File: config.mk
export PLATFORM = sky130hd
export DESIGN_NAME = matrix_result_streamer
export DESIGN_NICKNAME = d
export VERILOG_FILES = /design/src/rtl/matrix_result_streamer.sv
export SDC_FILE = /design/constraint.sdc
export NUM_CORES = 1
export LEC_CHECK = 0
export CAP_MARGIN = 5
export CORE_MARGIN = 2
export CORE_UTILIZATION = 25
export DETAILED_ROUTE_END_ITERATION = 10
export PLACE_DENSITY = 0.49
export REMOVE_ABC_BUFFERS = 1
export SLEW_MARGIN = 25
export SYNTH_ARGS = -nofsm -noshare
export SYNTH_HDL_FRONTEND = slang
export SYNTH_SLANG_ARGS = --single-unit
export TNS_END_PERCENT = 30
File: constraint.sdc
create_clock -name CLK -period 51.8 [get_ports CLK]
set_input_delay 10.36 -clock CLK [delete_from_list [all_inputs] [get_ports CLK]]
set_output_delay 10.36 -clock CLK [all_outputs]
set_load 0.005 [all_outputs]
File: src/rtl/matrix_result_streamer.sv
// rtl/matrix_result_streamer.sv - snapshot processor result matrix and stream it row-major; optional ROW_SUM_EN adds a checksum word per row
module matrix_result_streamer #(
  parameter int WIDTH     = 4,
  parameter int WIDTH_BIT = 2
) (
  input  logic                      CLK,
  input  logic                      RST,
  input  logic                      done,
  input  logic [WIDTH*WIDTH*32-1:0] result,
  output logic                      out_valid,
  input  logic                      out_ready,
  output logic [31:0]               out_data,
  output logic [WIDTH_BIT-1:0]      out_row,
  output logic [WIDTH_BIT-1:0]      out_col,
  output logic                      out_last,
  output logic                      out_is_sum,
  output logic                      busy,
  output logic                      overflow,
  output logic [7:0]                frame_cnt
);

  localparam int NELEM = WIDTH * WIDTH;
  localparam logic [WIDTH_BIT-1:0] IDX_MAX = WIDTH_BIT'(WIDTH - 1);

  typedef enum logic [1:0] {
    S_IDLE,
    S_STREAM,
    S_SUM
  } state_t;

  state_t                 r_state;
  state_t                 w_state_nxt;
  logic                   r_done_q;
  logic [WIDTH_BIT-1:0]   r_row;
  logic [WIDTH_BIT-1:0]   r_col;
  logic [WIDTH_BIT-1:0]   w_row_nxt;
  logic [WIDTH_BIT-1:0]   w_col_nxt;
  logic                   r_overflow;
  logic [7:0]             r_frame_cnt;
  logic [31:0]            r_buf [0:NELEM-1];
  logic                   w_trig;
  logic                   w_hs;
  logic                   w_load;
  logic                   w_drop;
  logic                   w_frame_done;
  logic [2*WIDTH_BIT-1:0] w_idx;

  // A capture is requested only on the rising edge of done
  assign w_trig = done & ~r_done_q;
  assign w_hs   = out_valid & out_ready;
  // Row-major linear address into the snapshot (WIDTH is a power of 2)
  assign w_idx  = {r_row, r_col};

`ifdef ROW_SUM_EN
  logic [31:0] r_sum     [0:WIDTH-1];
  logic [31:0] w_row_sum [0:WIDTH-1];

  // Row checksums computed straight from the incoming matrix so they land with the snapshot
  always_comb begin : row_sum_calc
    logic [31:0] v_acc;
    v_acc = '0;
    for (int r = 0; r < WIDTH; r++) begin
      v_acc = '0;
      for (int c = 0; c < WIDTH; c++) begin
        v_acc = v_acc + result[(NELEM-1-(r*WIDTH+c))*32 +: 32];
      end
      w_row_sum[r] = v_acc;
    end
  end
`endif

  // Next-state, index advance, frame bookkeeping and output decode
  always_comb begin
    w_state_nxt  = r_state;
    w_row_nxt    = r_row;
    w_col_nxt    = r_col;
    w_load       = 1'b0;
    w_drop       = 1'b0;
    w_frame_done = 1'b0;
    out_valid    = 1'b0;
    out_data     = '0;
    out_last     = 1'b0;
    out_is_sum   = 1'b0;
    case (r_state)
      S_IDLE: begin
        if (w_trig) begin
          w_load      = 1'b1;
          w_state_nxt = S_STREAM;
          w_row_nxt   = '0;
          w_col_nxt   = '0;
        end
      end
      S_STREAM: begin
        out_valid = 1'b1;
        out_data  = r_buf[w_idx];
`ifndef ROW_SUM_EN
        out_last  = (r_row == IDX_MAX) && (r_col == IDX_MAX);
`endif
        if (w_hs) begin
          if (r_col == IDX_MAX) begin
`ifdef ROW_SUM_EN
            // Column index stays at the last column while the row sum is presented
            w_state_nxt = S_SUM;
`else
            w_col_nxt = '0;
            w_row_nxt = r_row + WIDTH_BIT'(1);
`endif
          end else begin
            w_col_nxt = r_col + WIDTH_BIT'(1);
          end
        end
      end
`ifdef ROW_SUM_EN
      S_SUM: begin
        out_valid  = 1'b1;
        out_data   = r_sum[r_row];
        out_is_sum = 1'b1;
        out_last   = (r_row == IDX_MAX);
        if (w_hs) begin
          w_state_nxt = S_STREAM;
          w_col_nxt   = '0;
          w_row_nxt   = r_row + WIDTH_BIT'(1);
        end
      end
`endif
      default: w_state_nxt = S_IDLE;
    endcase

    // Frame end: either reload seamlessly from a coincident trigger or go idle.
    // Any other trigger while a frame is held is dropped.
    if (w_hs && out_last) begin
      w_frame_done = 1'b1;
      if (w_trig) begin
        w_load      = 1'b1;
        w_state_nxt = S_STREAM;
        w_row_nxt   = '0;
        w_col_nxt   = '0;
      end else begin
        w_state_nxt = S_IDLE;
      end
    end else if (w_trig && (r_state != S_IDLE)) begin
      w_drop = 1'b1;
    end
  end

  // Control state, indices, done edge detector and status counters
  always_ff @(posedge CLK) begin
    if (RST) begin
      r_state     <= S_IDLE;
      r_row       <= '0;
      r_col       <= '0;
      r_done_q    <= 1'b0;
      r_overflow  <= 1'b0;
      r_frame_cnt <= '0;
    end else begin
      r_state  <= w_state_nxt;
      r_row    <= w_row_nxt;
      r_col    <= w_col_nxt;
      r_done_q <= done;
      if (w_drop) begin
        r_overflow <= 1'b1;
      end
      if (w_frame_done) begin
        r_frame_cnt <= r_frame_cnt + 8'd1;
      end
    end
  end

  // Snapshot storage; contents are don't-care out of reset so it carries no reset term
  always_ff @(posedge CLK) begin
    if (w_load) begin
      for (int i = 0; i < NELEM; i++) begin
        r_buf[i] <= result[(NELEM-1-i)*32 +: 32];
      end
`ifdef ROW_SUM_EN
      for (int r = 0; r < WIDTH; r++) begin
        r_sum[r] <= w_row_sum[r];
      end
`endif
    end
  end

  assign out_row   = r_row;
  assign out_col   = r_col;
  assign busy      = out_valid;
  assign overflow  = r_overflow;
  assign frame_cnt = r_frame_cnt;

endmodule
==> impl_metrics.py, run 1 <==
metrics = {
    "worst_hold_path": {
        "worst_hold_path_type": "flip-flop to flip-flop",
    },
    "power": {
        "power_uw": 975,
        "peakVddDrop_v": 0.0000226,
        "power.internal_uw": 768,
        "p_per_area_nw_per_um2": 33.5,
        "combPwrFrac_pct": 8.6,
        "p_sw_share_pct": 21.2,
        "p_leak_uw": 0.00941,
        "seqPwrFrac_pct": 51.6,
        "clkPwrFrac_pct": 39.8,
        "power_switching_uw": 207,
    },
    "clock_tree": {
        "cts_hold_buf": 0,
        "cts_setup_buffers": 0,
        "clk_path_buf_depth": 3,
        "h-tree-depth": 2,
        "cts_tree": "yes",
        "numCtsBuffers": 59,
        "postCtsResizedCells": 0,
        "cts_root_buffer": "clkbuf_16",
        "clk_latency_ns": 0.61,
        "clk_pin_slew_ns": 0.06,
        "cts.sinks": 527,
    },
    "worst_setup_path": {
        "cp-start-kind": "flip-flop",
        "reg2reg_from": "out_row[0]",
        "critPathLaunch": "out_col[0]",
        "end_kind": "primary output",
        "crit_fanout": 53,
        "cp.arrival_ns": 4.53,
        "critical_path_class": "flip-flop to primary output",
        "r2r_end": "r_buf[4][12]",
        "rr_worst_depth": 6,
        "r2r_setup_slack_ns": 46.82,
        "endpoint": "out_data[24]",
        "cp.required_ns": 41.44,
    },
    "run": {
        "maxCapViolations": 0,
    },
    "detailed_routing": {
        "drt_iter0_drc": 688,
        "dr.pass1.iters": 5,
        "post_drt_via_cell_ratio": 4.33,
        "drt-wirelength-per-cell_um": 21.2,
        "drc": 0,
        "totalWireLength_um": 60000,
        "vias": 12230,
        "drtAntennaViolNets": 0,
    },
    "floorplanning": {
        "start_util_pct": 25.3,
        "coreArea_sq_um": 82000,
        "num_rows": 105,
        "die_w_um": 292,
        "chipHeight_um": 292,
        "die_area_sq_um": 85100,
        "io-pin-count": 565,
    },
    "final_layout": {
        "finalNonFillerCells": 2826,
        "area_growth_pct": 40.7,
        "nets": 2223,
        "layout-drive-gt1-share_pct": 6.30,
        "final_common_cell": "clkdlybuf4s50_1",
        "layout_common_cells": "563 x clkdlybuf4s50_1, 512 x edfxtp_1, 244 x mux2i_1, 120 x a22oi_1, 70 x nand2_1",
    },
    "timing": {
        "post-route-period-util_pct": 28.7,
        "hold_viol": 0,
        "rsz0062_at_grt": "no",
        "max_freq_ghz": 0.0672,
        "setup_viol": 0,
        "fin_hold_ws_ns": 0.506,
        "layout_min_cycle_time_ns": 14.89,
        "slew_headroom_pct": 35.9,
        "worst_pin_slew_ns": 0.962,
        "layout_setup_ws_ns": 36.91,
        "skew_ns": 0.0168,
        "tns_ns": 0,
        "slew_violations": 0,
    },
    "yosys": {
        "avgSynthCellArea_sq_um": 18.4,
        "yosys_warnings": 0,
        "yosys.area.top_type": "edfxtp_1",
        "synth.area.top_cells": "edfxtp_1 74%, mux2i_1 12%, a22oi_1 4.4%",
        "seq_area_frac_synth_pct": 75.7,
        "ys_ff_latch": 527,
        "syn_area_sq_um": 20700,
        "synth.distinct_cells": 35,
        "synth_cells": 1128,
        "synth_top_area_share_pct": 74.3,
    },
    "grt": {
        "grt.total_usage_pct": 13.7,
        "antenna_found_initial": 18,
        "grt_pass1_vias": 13115,
        "grt_max_degree": 179,
        "gr-total-overflow": 0,
        "grt_pass1_wl_um": 86200,
    },
    "placed_design": {
        "gp_congestion": 0.757,
        "place_ws_ns": 36.18,
        "dpl.cell_count": 2710,
        "port_buffers": 563,
        "hpwl_um": 41000,
    },
    "status": {
        "outcome": "completed",
    },
}
-- sequential cells by signal (all words and copies together), names as in the netlist --
signal and count:
r_buf 512, r_done_q 1, overflow 1, out_row 2, frame_cnt 8, out_col 2, r_state 1
-- metrics by stage --
step,utilization [%],instance area (sq um)
after global routing,35.5,29100
after global placement,33.2,27200
after detailed placement,33.3,27300
after CTS,35.4,29000
after floorplan,-,20100
final,35.5,29100
-- final cells by class --
cell class / count / area (sq um)
timing repair buffer: 583 / 5880
clock inverter: 32 / 220
antenna: 10 / 25.0
multi-input combinational: 532 / 4430
fill: 7840 / 52800
tap: 1070 / 1340
clock buffer: 72 / 1560
sequential: 527 / 15700
-- synthesized netlist by cell type --
cell	number
a21oi_1	8
a22oi_1	120
and2_1	1
and3_1	2
and4_1	1
buf_12	13
buf_2	22
buf_4	5
buf_6	11
buf_8	3
clkbuf_1	15
conb_1	1
dfxtp_1	15
edfxtp_1	512
ha_1	4
mux2_2	2
mux2i_1	244
mux4_1	5
mux4_2	3
nand2_1	71
nand2b_1	2
nand3_1	1
nand3b_1	4
nand4_1	4
nor2_1	8
nor2b_1	4
nor3_1	2
nor3b_1	1
o21ai_0	2
o21ba_2	1
o21bai_1	1
o22ai_1	32
or3_1	1
xnor2_1	4
xor2_1	3
-- worst min path at each step --
stage	cells past startpoint	from	end	slack (ns)
after CTS	2	frame_cnt[1]	frame_cnt[1]	0.52
after global routing	2	frame_cnt[1]	frame_cnt[1]	0.54
after detailed placement	2	frame_cnt[1]	frame_cnt[1]	0.51
final	2	frame_cnt[1]	frame_cnt[1]	0.51
after floorplan	2	frame_cnt[1]	frame_cnt[1]	0.48
after global placement	2	frame_cnt[1]	frame_cnt[1]	0.50
-- power by group through the flow --
stage,clock network (uW),registers (uW),logic (uW)
finish,388,503,83.6
floorplan,0,538,35.4
global placement,0,511,83.1
CTS,403,503,85.0
global route,420,505,90.6
detailed placement,0,512,84.6
-- critical path, cell delays in order (launching register included) --
cell             delay (ns)
dfxtp_4                0.82
buf_4                  0.77
buf_4                  0.82
mux2i_1                0.17
a22oi_1                0.21
nand2_1                0.23
o22ai_1                0.21
clkdlybuf4s50_1        0.57
-- layer usage --
metal,track usage (%),up-vias,routed length [um]
met3,4.42,92,4570
met4,4.11,14,1170
met2,25.5,386,32200
li1,-,5685,-
met1,14.8,6053,21900
met5,0,-,87
-- cell families after synthesis --
family	after synthesis	share of synthesized area (%)
xor gates and xnor gates	7	0.296
AOI/OAI and AO/OA	164	5.65
other	1	0.0181
muxes	254	12.9
and+or+nand+nor	102	2.15
adders and majority gates	4	0.242
DFF	527	75.7
buffers and inverters	69	3.06
No activity file was read; power rests on OpenSTA's default activity.
==> inputs of run 2 (changes only) <==
--- a/config.mk
+++ b/config.mk
@@ -9,7 +9,7 @@
 export CORE_MARGIN = 2
 export CORE_UTILIZATION = 25
 export DETAILED_ROUTE_END_ITERATION = 10
-export PLACE_DENSITY = 0.49
+export PLACE_DENSITY = 0.51
 export REMOVE_ABC_BUFFERS = 1
 export SLEW_MARGIN = 25
 export SYNTH_ARGS = -nofsm -noshare
==> constraint.sdc (replaced) <==
create_clock -name CLK -period 12.8 [get_ports CLK]
set_input_delay 2.56 -clock CLK [delete_from_list [all_inputs] [get_ports CLK]]
set_output_delay 2.56 -clock CLK [all_outputs]
set_load 0.005 [all_outputs]
==> run 2 against run 1 <==
Global-route usage decreased by 0.17 points. Clock skew increased by 0.0044 ns. Worst setup slack got worse by 31 ns. Combinational power increased to 4.1 times the previous value. Clock-buffer cell count increased by 1. Cell count decreased by 0.21%. Total power increased to 4.2 times the previous value. Register-to-register slack got worse by 39 ns. Worst hold slack improved by 0.0027 ns. Non-clock buffer count decreased by 2. First-iteration DRC count decreased by 4.7%. Critical path depth unchanged.
==> impl_metrics.py, run 2 (same netlist as run 1, synthesis figures left out) <==
metrics = {
    "floorplanning": {
        "chipHeight_um": 292,
        "io-pin-count": 565,
        "die_w_um": 292,
        "coreArea_sq_um": 82000,
        "die_area_sq_um": 85100,
        "start_util_pct": 25.3,
        "num_rows": 105,
    },
    "grt": {
        "grt_max_degree": 178,
        "grt_pass1_vias": 12935,
        "gr-total-overflow": 0,
        "grt_pass1_wl_um": 85200,
        "grt.total_usage_pct": 13.6,
        "antenna_found_initial": 11,
    },
    "final_layout": {
        "final_common_cell": "clkdlybuf4s50_1",
        "top_register": "r_buf",
        "layout_common_cells": "563 x clkdlybuf4s50_1, 512 x edfxtp_1, 244 x mux2i_1, 120 x a22oi_1, 70 x nand2_1",
        "fillers": 7844,
        "fin_area_sq_um": 29200,
        "finalNonFillerCells": 2820,
        "nets": 2221,
        "largest_register_ff_count": 512,
        "layout-drive-gt1-share_pct": 6.41,
        "area_growth_pct": 41.0,
    },
    "timing": {
        "layout_min_cycle_time_ns": 6.84,
        "tns_ns": 0,
        "max_freq_ghz": 0.146,
        "worst_pin_slew_ns": 1.11,
        "slew_headroom_pct": 25.9,
        "skew_ns": 0.0212,
        "setup_viol": 0,
        "post-route-period-util_pct": 53.4,
        "slew_violations": 0,
        "rsz0062_at_grt": "no",
        "hold_viol": 0,
    },
    "clock_tree": {
        "cts_hold_buf": 0,
        "clk_pin_slew_ns": 0.06,
        "clk_latency_ns": 0.62,
        "cts.sinks": 527,
        "numCtsBuffers": 59,
        "cts_tree": "yes",
        "cts_root_buffer": "clkbuf_16",
        "h-tree-depth": 2,
        "postCtsResizedCells": 0,
        "clk_path_buf_depth": 3,
        "cts_setup_buffers": 0,
    },
    "detailed_routing": {
        "post_drt_via_cell_ratio": 4.32,
        "dr.pass1.iters": 4,
        "drc": 0,
        "vias": 12189,
        "drt-wirelength-per-cell_um": 21.2,
        "drt_iter0_drc": 656,
        "totalWireLength_um": 59700,
        "drtAntennaViolNets": 0,
    },
    "power": {
        "power.internal_uw": 3210,
        "peakVddDrop_v": 0.0000787,
        "power_switching_uw": 845,
        "p_sw_share_pct": 20.8,
        "seqPwrFrac_pct": 50.2,
        "combPwrFrac_pct": 8.4,
        "p_per_area_nw_per_um2": 139,
        "clkPwrFrac_pct": 41.4,
        "p_leak_uw": 0.00944,
    },
    "worst_setup_path": {
        "cp-start-kind": "flip-flop",
        "rr_worst_depth": 6,
        "r2r_setup_slack_ns": 8.14,
        "critical_path_class": "flip-flop to primary output",
        "cp.arrival_ns": 4.28,
        "reg2reg_from": "out_row[0]",
        "crit_fanout": 106,
        "end_kind": "primary output",
        "r2r_end": "r_buf[9][26]",
        "critPathLaunch": "out_col[0]",
        "endpoint": "out_data[28]",
        "cp.required_ns": 10.24,
    },
    "worst_hold_path": {
        "hold_depth": 2,
        "worst_hold_path_type": "flip-flop to flip-flop",
    },
    "placed_design": {
        "hpwl_um": 39500,
        "port_buffers": 563,
        "placed_cell_area_sq_um": 27300,
        "dpl.cell_count": 2709,
        "gp_congestion": 0.762,
    },
    "run": {
        "maxCapViolations": 0,
    },
    "status": {
        "outcome": "completed",
    },
}
[run 2: cell count changes in the layout (fill, tap and decap cells not counted), sizes merged]
| cell | delta |
|---|---|
| clkinv | -4 |
| clkbuf | +1 |
| bufinv | +5 |
| diode | -6 |
| buf | -2 |
[run 2: worst max-delay path: stages (launching register included)]
cell and delay [ns]:
dfxtp_4 0.61, buf_4 0.76, buf_12 0.47, mux2i_1 0.19, a22oi_1 0.23, nand2_1 0.07, o22ai_1 0.32, clkdlybuf4s50_1 0.58
[run 2: worst min-delay path by stage]
stage	from	end	slack, ns
5_1_grt	frame_cnt[1]	frame_cnt[1]	0.54
3_3_place_gp	frame_cnt[1]	frame_cnt[1]	0.51
3_5_place_dp	frame_cnt[1]	frame_cnt[1]	0.50
6_report	frame_cnt[1]	frame_cnt[1]	0.51
2_1_floorplan	frame_cnt[1]	frame_cnt[1]	0.48
4_1_cts	frame_cnt[1]	frame_cnt[1]	0.51
[run 2: layout make-up]
cell class | instances | area, sq um | share of cell area [%]
clock inverters | 33 | 349 | 1.20
flip-flops and latches | 527 | 15700 | 53.7
well taps | 1070 | 1340 | 4.59
multi-input cells | 532 | 4430 | 15.2
clock buffers | 73 | 1550 | 5.31
repair buffers | 581 | 5830 | 20.0
diodes | 4 | 10.0 | 0.0343
[run 2: metrics by stage]
stage | util [%] | power, uW | hold slack (ns) | setup slack [ns]
after global routing | 35.6 | 4220 | 0.543 | 5.70
after floorplan | - | 2320 | 0.475 | -22.83
final | 35.6 | 4050 | 0.509 | 5.96
after detailed placement | 33.2 | 2420 | 0.499 | 6.01
after CTS | 35.6 | 4120 | 0.508 | 5.90
after global placement | 33.2 | 2410 | 0.507 | 6.19
[run 2: layer usage]
layer	up-vias	track usage (%)	routed length, um
met5	-	0	101
met4	14	4.09	1350
met3	102	4.25	4320
met2	408	24.6	31400
met1	5984	15.1	22500
li1	5681	-	-
[run 2: power groups by stage]
stage	sequential (uW)	combinational, uW	clock (uW)
5_1_grt	2040	366	1810
2_1_floorplan	2180	143	0
6_report	2030	339	1680
3_5_place_dp	2070	344	0
3_3_place_gp	2070	339	0
4_1_cts	2030	346	1740
==> inputs of run 3 (changes only) <==
--- a/config.mk
+++ b/config.mk
@@ -9,7 +9,7 @@
 export CORE_MARGIN = 2
 export CORE_UTILIZATION = 25
 export DETAILED_ROUTE_END_ITERATION = 10
-export PLACE_DENSITY = 0.51
+export PLACE_DENSITY = 0.49
 export REMOVE_ABC_BUFFERS = 1
 export SLEW_MARGIN = 25
 export SYNTH_ARGS = -nofsm -noshare
==> constraint.sdc (replaced) <==
create_clock -name CLK -period 6.7 [get_ports CLK]
set_input_delay 1.34 -clock CLK [delete_from_list [all_inputs] [get_ports CLK]]
set_output_delay 1.34 -clock CLK [all_outputs]
set_load 0.005 [all_outputs]
==> run 3 against run 2 <==
Utilization rose by 0.29 points. Combinational power rose by 96%. Register-to-register slack got worse by 5.0 ns. Sequential share of layout area fell by 0.44 points. Worst hold slack got worse by 0.0033 ns. Global-route usage barely moved. Sequential cell count did not move. Worst setup slack got worse by 4.3 ns. Total power rose by 92%. Cell count rose by 1.0%. Wire length rose by 0.34%. Via count rose by 0.98%. Highest routed layer unchanged.
==> impl_metrics.py, run 3 (same netlist as run 1, synthesis figures left out) <==
metrics = {
    "grt": {
        "grt_max_degree": 135,
        "gr-total-overflow": 0,
        "grt.total_usage_pct": 13.6,
        "antenna_found_initial": 16,
        "grt_pass1_wl_um": 85800,
        "grt_pass1_vias": 13091,
    },
    "detailed_routing": {
        "post_drt_via_cell_ratio": 4.32,
        "drc": 0,
        "drtAntennaViolNets": 0,
        "top_layer": "met5",
        "drt-wirelength-per-cell_um": 21.0,
        "wl_met1_um": 22500,
        "drt_iter0_drc": 616,
        "totalWireLength_um": 59900,
        "dr.pass1.iters": 4,
        "wl_met3_um": 4350,
        "vias": 12309,
        "met2_wirelength_um": 31700,
    },
    "clock_tree": {
        "numCtsBuffers": 60,
        "cts_hold_buf": 0,
        "cts.sinks": 527,
        "clk_latency_ns": 0.61,
        "cts_tree": "yes",
        "clk_pin_slew_ns": 0.06,
        "h-tree-depth": 2,
        "cts_setup_buffers": 0,
        "clk_path_buf_depth": 3,
        "cts_root_buffer": "clkbuf_16",
        "postCtsResizedCells": 0,
    },
    "placed_design": {
        "place_ws_ns": 2.25,
        "hpwl_um": 42000,
        "dpl.cell_count": 2725,
        "gp_congestion": 0.780,
        "placed_cell_area_sq_um": 27500,
        "port_buffers": 563,
    },
    "final_layout": {
        "layout_common_cells": "563 x clkdlybuf4s50_1, 512 x edfxtp_1, 244 x mux2i_1, 120 x a22oi_1, 70 x nand2_1",
        "area.sequential_sq_um": 15700,
        "fillers": 7829,
        "largest_register_ff_count": 512,
        "layout-drive-gt1-share_pct": 7.57,
        "nets": 2237,
        "top_register": "r_buf",
        "multi_input_area_sq_um": 4430,
        "area_growth_pct": 42.2,
        "final_common_cell": "clkdlybuf4s50_1",
        "fin_area_sq_um": 29400,
        "finalNonFillerCells": 2849,
    },
    "worst_setup_path": {
        "cpPeakStageDelay_ns": 0.82,
        "rr_worst_depth": 5,
        "critical_path_class": "flip-flop to primary output",
        "cp.arrival_ns": 3.71,
        "cp-start-kind": "flip-flop",
        "crit_fanout": 30,
        "crit_chain": "nor2b_4, buf_4, a22oi_1, nand2_1, o22ai_1, clkdlybuf4s50_1",
        "critical-path-slowest-cell": "dfxtp_1",
        "crit_cells": 6,
        "cp.required_ns": 5.36,
        "cp_num_buf_inv": 2,
        "end_kind": "primary output",
        "cp_top_family": "buffers and inverters",
    },
    "timing": {
        "worst_pin_slew_ns": 0.925,
        "layout_min_cycle_time_ns": 5.05,
        "layout_setup_ws_ns": 1.65,
        "max_freq_ghz": 0.198,
        "tns_ns": 0,
        "skew_ns": 0.0131,
        "slew_headroom_pct": 38.3,
        "slew_violations": 0,
        "rsz0062_at_grt": "no",
        "setup_viol": 0,
        "post-route-period-util_pct": 75.4,
        "hold_viol": 0,
    },
    "floorplanning": {
        "start_util_pct": 25.3,
        "die_area_sq_um": 85100,
        "die_w_um": 292,
        "chipHeight_um": 292,
        "io-pin-count": 565,
        "num_rows": 105,
        "coreArea_sq_um": 82000,
    },
    "power": {
        "p_per_area_nw_per_um2": 264,
        "power_uw": 7770,
        "p_leak_uw": 0.00956,
        "peakVddDrop_v": 0.000159,
    },
    "worst_hold_path": {
        "hold_depth": 2,
        "worst_hold_path_type": "flip-flop to flip-flop",
    },
    "run": {
        "maxCapViolations": 0,
    },
    "status": {
        "outcome": "completed",
    },
}
-- run 3: cell count changes in the layout (fill, tap and decap cells not counted), sizes merged --
cell      previous run  this run
clkbuf              73        78
bufinv               7         5
diode                4        10
buf                 18        33
inv                  1         5
clkinvlp             1         2
-- run 3: path summary, 6_finish.rpt --
| kind | from | to | slack (ns) |
|---|---|---|---|
| setup / recovery | out_row[0] | out_data[21] | 1.65 |
| hold / removal | frame_cnt[1] | frame_cnt[1] | 0.51 |
| setup reg to reg | out_col[0] | r_buf[9][25] | 3.14 |
| hold reg to reg | frame_cnt[1] | frame_cnt[1] | 0.51 |
-- run 3: worst min-delay path, delay by kind of cell (launching register included) --
family	cells	cell delay [ns]
compound gates	1	0.06
simple gates	1	0.06
flops	1	0.34
-- run 3: where the power goes --
part           switching [uW]  leakage, uW  internal [uW]
logic                     262      0.00366            402
registers                52.0      0.00495           3830
clock network            1340     0.000948           1880
total                    1650      0.00956           6120
-- run 3: layout make-up --
| cell class | instances | share of cell area [%] |
|---|---|---|
| antenna | 10 | 0.0850 |
| sequential | 527 | 53.3 |
| clock inverter | 36 | 1.18 |
| tap | 1070 | 4.55 |
| timing repair buffer | 596 | 20.4 |
| clock buffer | 78 | 5.43 |
| multi-input combinational | 532 | 15.1 |
-- run 3: layer usage --
layer	track usage, %	vias to the layer above
li1	-	5723
met1	15.0	6082
met2	24.5	397
met3	4.39	99
met4	4.79	8
met5	0	-
-- run 3: stage by stage --
stage	util, %	hold WS [ns]
final	35.9	0.506
after detailed placement	33.5	0.503
after CTS	35.9	0.511
after global placement	33.5	0.496
after global routing	35.9	0.541
after floorplan	-	0.475
